===== src/rtl/digit_scan_ctrl.sv =====
// Scan controller for a 4-digit display fed through a 2-to-4 decoder.
// Blanks between positions and double-buffers the frame, committing only at frame boundaries.
module digit_scan_ctrl #(
    parameter int DIV   = 4096,
    parameter int BLANK = 16
) (
    input  logic        clk,
    input  logic        rst,
    input  logic        en,
    input  logic [15:0] din,
    input  logic        din_valid,
    output logic        din_ready,
    output logic [1:0]  A,
    output logic        E,
    output logic [3:0]  digit,
    output logic        frame_done
);

    localparam int MAXC = (DIV > BLANK) ? DIV : BLANK;
    localparam int CW   = $clog2(MAXC + 1);

    localparam logic [CW-1:0] DIV_LAST   = CW'(DIV - 1);
    localparam logic [CW-1:0] BLANK_LAST = CW'(BLANK - 1);

    typedef enum logic [1:0] {
        ST_OFF,
        ST_BLANK,
        ST_SHOW
    } state_t;

    state_t        state_q, state_n;
    logic [CW-1:0] cnt_q, cnt_n;
    logic [15:0]   active_q, active_n;
    logic [15:0]   shadow_q, shadow_n;
    logic          pending_q, pending_n;

    logic [1:0]    a_n;
    logic          e_n;
    logic [3:0]    digit_n;
    logic          fd_n;
    logic          commit;
    logic          accept;

    assign accept = din_valid && !pending_q;

    always_comb begin
        state_n   = state_q;
        cnt_n     = cnt_q;
        a_n       = A;
        e_n       = E;
        digit_n   = digit;
        fd_n      = 1'b0;
        commit    = 1'b0;
        active_n  = active_q;
        shadow_n  = shadow_q;
        pending_n = pending_q;

        case (state_q)
            ST_OFF: begin
                a_n     = 2'd0;
                e_n     = 1'b0;
                digit_n = 4'd0;
                cnt_n   = '0;
                if (en) begin
                    state_n = ST_BLANK;
                    commit  = 1'b1;
                end
            end
            ST_BLANK: begin
                e_n     = 1'b0;
                digit_n = 4'd0;
                if (cnt_q == BLANK_LAST) begin
                    state_n = ST_SHOW;
                    cnt_n   = '0;
                    e_n     = 1'b1;
                    digit_n = active_q[{A, 2'b00} +: 4];
                end else begin
                    cnt_n = cnt_q + CW'(1);
                end
            end
            ST_SHOW: begin
                if (cnt_q == DIV_LAST) begin
                    state_n = ST_BLANK;
                    cnt_n   = '0;
                    a_n     = A + 2'd1;
                    e_n     = 1'b0;
                    digit_n = 4'd0;
                    // Leaving the last position is the frame boundary.
                    if (A == 2'd3) begin
                        fd_n   = 1'b1;
                        commit = 1'b1;
                    end
                end else begin
                    cnt_n = cnt_q + CW'(1);
                end
            end
            default: begin
                state_n = ST_OFF;
            end
        endcase

        if (!en) begin
            state_n = ST_OFF;
            cnt_n   = '0;
            a_n     = 2'd0;
            e_n     = 1'b0;
            digit_n = 4'd0;
            fd_n    = 1'b0;
            commit  = 1'b0;
        end

        // Accept and a pending commit are mutually exclusive: accept needs pending clear.
        if (commit && pending_q) begin
            active_n  = shadow_q;
            pending_n = 1'b0;
        end
        if (accept) begin
            shadow_n  = din;
            pending_n = 1'b1;
        end
    end

    always_ff @(posedge clk) begin
        if (rst) begin
            state_q    <= ST_OFF;
            cnt_q      <= '0;
            active_q   <= '0;
            shadow_q   <= '0;
            pending_q  <= 1'b0;
            A          <= 2'd0;
            E          <= 1'b0;
            digit      <= 4'd0;
            frame_done <= 1'b0;
            din_ready  <= 1'b1;
        end else begin
            state_q    <= state_n;
            cnt_q      <= cnt_n;
            active_q   <= active_n;
            shadow_q   <= shadow_n;
            pending_q  <= pending_n;
            A          <= a_n;
            E          <= e_n;
            digit      <= digit_n;
            frame_done <= fd_n;
            din_ready  <= !pending_n;
        end
    end

endmodule


===== config.mk =====
export PLATFORM = sky130hd
export DESIGN_NAME = digit_scan_ctrl
export DESIGN_NICKNAME = d
export VERILOG_FILES = /design/src/rtl/digit_scan_ctrl.sv
export SDC_FILE = /design/constraint.sdc
export NUM_CORES = 1
export LEC_CHECK = 0
export CELL_PAD_IN_SITES_DETAIL_PLACEMENT = 0
export CELL_PAD_IN_SITES_GLOBAL_PLACEMENT = 1
export CORE_MARGIN = 2
export CORE_UTILIZATION = 40
export CTS_CLUSTER_SIZE = 14
export DETAILED_ROUTE_END_ITERATION = 10
export GPL_ROUTABILITY_DRIVEN = 0
export HOLD_SLACK_MARGIN = 0.08
export PLACE_DENSITY_LB_ADDON = 0.3
export SETUP_SLACK_MARGIN = 0.1
export SYNTH_ARGS = -nofsm -noshare
export SYNTH_HDL_FRONTEND = slang
export SYNTH_SLANG_ARGS = --single-unit

===== constraint.sdc =====
create_clock -name clk -period 2.14 [get_ports clk]
set_input_delay 0.535 -clock clk [delete_from_list [all_inputs] [get_ports clk]]
set_output_delay 0.535 -clock clk [all_outputs]
set_load 0.01 [all_outputs]

==> impl_metrics.ini <==
[outcome]
status = completed

[floorplanning]
die-area_sq_mm = 0.007079
dieWidth_microns = 84.14
die_y_microns = 84.14
start_util = 0.4092
row_count = 29
ios = 29
core_sq_mm = 0.006277

[layout]
layout-drive-gt1-share = 0.1759
area_delta_synth_final_pct = 26.64
num_antenna_cells = 0
final_util = 0.5182
layout.nets = 345

[routing]
wl_mm = 5.385
ant_nets = 0
drt-initial-drc-count = 70
drc_errors = 0
via_per_inst = 5.020
dr_total_vias = 2013
wl_per_cell_microns = 13.43
firstDrtPassIters = 5

[clock_tree]
htreeDepth = 3
path_clk_slew_ns = 0.07
cts_hold_buf = 0
postCtsSetupBuffers = 0
cts_tree = done
cts.sinks = 57
clockBufferDepth = 2
cts_buffers = 9
root_buffer = clkbuf_8
clock_latency_ns = 0.34

[setup_path]
slowest_delay_ns = 0.56
cpMaxStageDelayCell = or4_4
worstSetupStartpointType = register
critPathRequiredTime_ns = 2.37
path_cells = or4_4, o41ai_4, o21a_1, nor2_1, a32o_1
crit_fanout = 6
path_buf_inv = 0
cp-end-kind = register
cp_top_family = compound AO/OA/AOI/OAI gates
crit_type = register to register
crit_arrival_ns = 2.20

[yosys]
yosysMostFrequentCell = dfxtp_1
avgSynthCellArea_sq_um = 9.341
synth_edf_count = 0
async_reset_ff_frac = 0
syn_area_sq_mm = 0.002569
yosys_most_used_dff = dfxtp_1
synth.distinct_cells = 46
synthesis.nets = 301
yosys.area.top_type = dfxtp_1
ys.warnings.count = 0
yosys-top-cells-count = dfxtp_1 (57), nand2_1 (44), nor2_1 (32)
ys_ff_latch = 57
ys_seq_area_frac = 0.4442
yosys-top-cells-area = dfxtp_1 (44%), mux2i_1 (6.6%), nand2_1 (6.4%)
netlist.area_leader.share = 0.4442
synth_cells = 275

[power]
ir_drop_v = 0.0004753
power_mw = 2.287
power_leakage_nw = 1.323
p_per_area_mw_per_mm2 = 702.9

[grt]
grt_overflow = 0
grt_pass1_wl_mm = 9.370
grt_pass1_vias = 2013
grt.total_usage = 0.1702
grt_max_degree = 34
antenna_found_initial = 0

[min_path]
hp-class = register to register

[sta]
hold_violations = 0
holdWs_ns = 0.4552
finalSetupTns_ns = 0
fin_crit_sh = 0.9179
setup_viol = 0
skew_ns = 0.008404
post-route-worst-setup-slack_ns = 0.1756
fmax_mhz = 509.1
fin_crit_ns = 1.964
slew_viol_final = 0
rsz0062_at_grt = false
tightestPinTransition_ns = 0.6094
slew_headroom = 0.5938

[job]
cap_violations = 0

[placement]
dp_hpwl_mm = 3.887
port_buffers = 28
pre_cts_ws_ns = 0.1270
## power breakdown
| part | internal, mW | switching, mW | total [mW] | leakage (nW) |
|---|---|---|---|---|
| Clock | 0.536 | 0.456 | 0.993 | 0.0994 |
| Combinational | 0.0957 | 0.0926 | 0.188 | 0.759 |
| Sequential | 1.09 | 0.0162 | 1.11 | 0.465 |
## registers in the layout, summed over array words and instances, names as in the netlist
register	cells
digit	4
pending_q	1
A	2
cnt_q	13
din_ready	1
E	1
frame_done	1
active_q	16
state_q	2
shadow_q	16
## layout make-up
type | count | area, sq um
Fill cell | 597 | 3024
Multi-Input combinational cell | 198 | 1343
Sequential cell | 57 | 1146
Timing Repair Buffer | 48 | 455.4
Clock buffer | 9 | 123.9
Tap cell | 77 | 96.34
Clock inverter | 7 | 70.07
Inverter | 5 | 18.77
## stage by stage
stage | area, sq um | instances
after floorplan | 2569 | 275
after global placement | 3048 | 385
after detailed placement | 3048 | 385
after CTS | 3243 | 401
after global routing | 3253 | 401
final | 3253 | 401
## layer usage
| metal | vias up | part of all wire | routed length (microns) | GRT usage |
|---|---|---|---|---|
| met3 | 13 | 0.039 | 209 | 0.05408 |
| met4 | 0 | 0.024 | 129 | 0.09384 |
| met1 | 923 | 0.46 | 2464 | 0.1965 |
| li1 | 1048 | - | - | - |
| met5 | - | 0 | 0 | 0 |
| met2 | 29 | 0.48 | 2581 | 0.2799 |
## worst reg2reg max path: stages (launching register included)
cell and delay, ns:
dfxtp_2 0.36, or4_4 0.56, o41ai_4 0.39, o21a_1 0.25, nor2_1 0.06, a32o_1 0.25
## cell usage in the layout (no fill, tap or decap), types with 2 or more instances in the layout
cell type and count:
inv_1 5, nand3_1 5, nor4_4 2, nand2b_1 4, buf_4 18, nand3b_1 2
and2_1 3, a21oi_1 23, clkinv_2 3, or4_4 2, dfxtp_1 53, dfxtp_2 4
buf_12 2, mux2i_1 17, nor2_2 2, nand4_1 4, a21o_1 2, nor2b_1 3
clkbuf_8 9, or4b_1 4, mux4_2 4, nand2_1 44, o21ai_0 6, nor2_1 32
nor3_1 3, xor2_1 8, clkdlybuf4s50_1 28, ha_1 6
## final timing paths
| check | startpoint | end | slack, ns | cells past startpoint |
|---|---|---|---|---|
| max | cnt_q[4] | cnt_q[1] | 0.18 | 5 |
| max reg2reg | cnt_q[4] | cnt_q[1] | 0.18 | 5 |
| min | shadow_q[8] | shadow_q[8] | 0.46 | 2 |
| min reg2reg | shadow_q[8] | shadow_q[8] | 0.46 | 2 |
## timing repair
item                                    4_1_cts  5_1_grt
pin swaps                                     0        2
endpoints found under the setup margin        1       14
resized for setup                             1        5
## cell families after synthesis
kind of cell    share of synthesized area
xor+xnor                          0.03069
fa+ha+maj                         0.02922
mux                                0.1013
compound gates                     0.1179
flops                              0.4442
buf+inv                           0.03555
simple gates                       0.2411
Power figures use the tool's default switching activity.
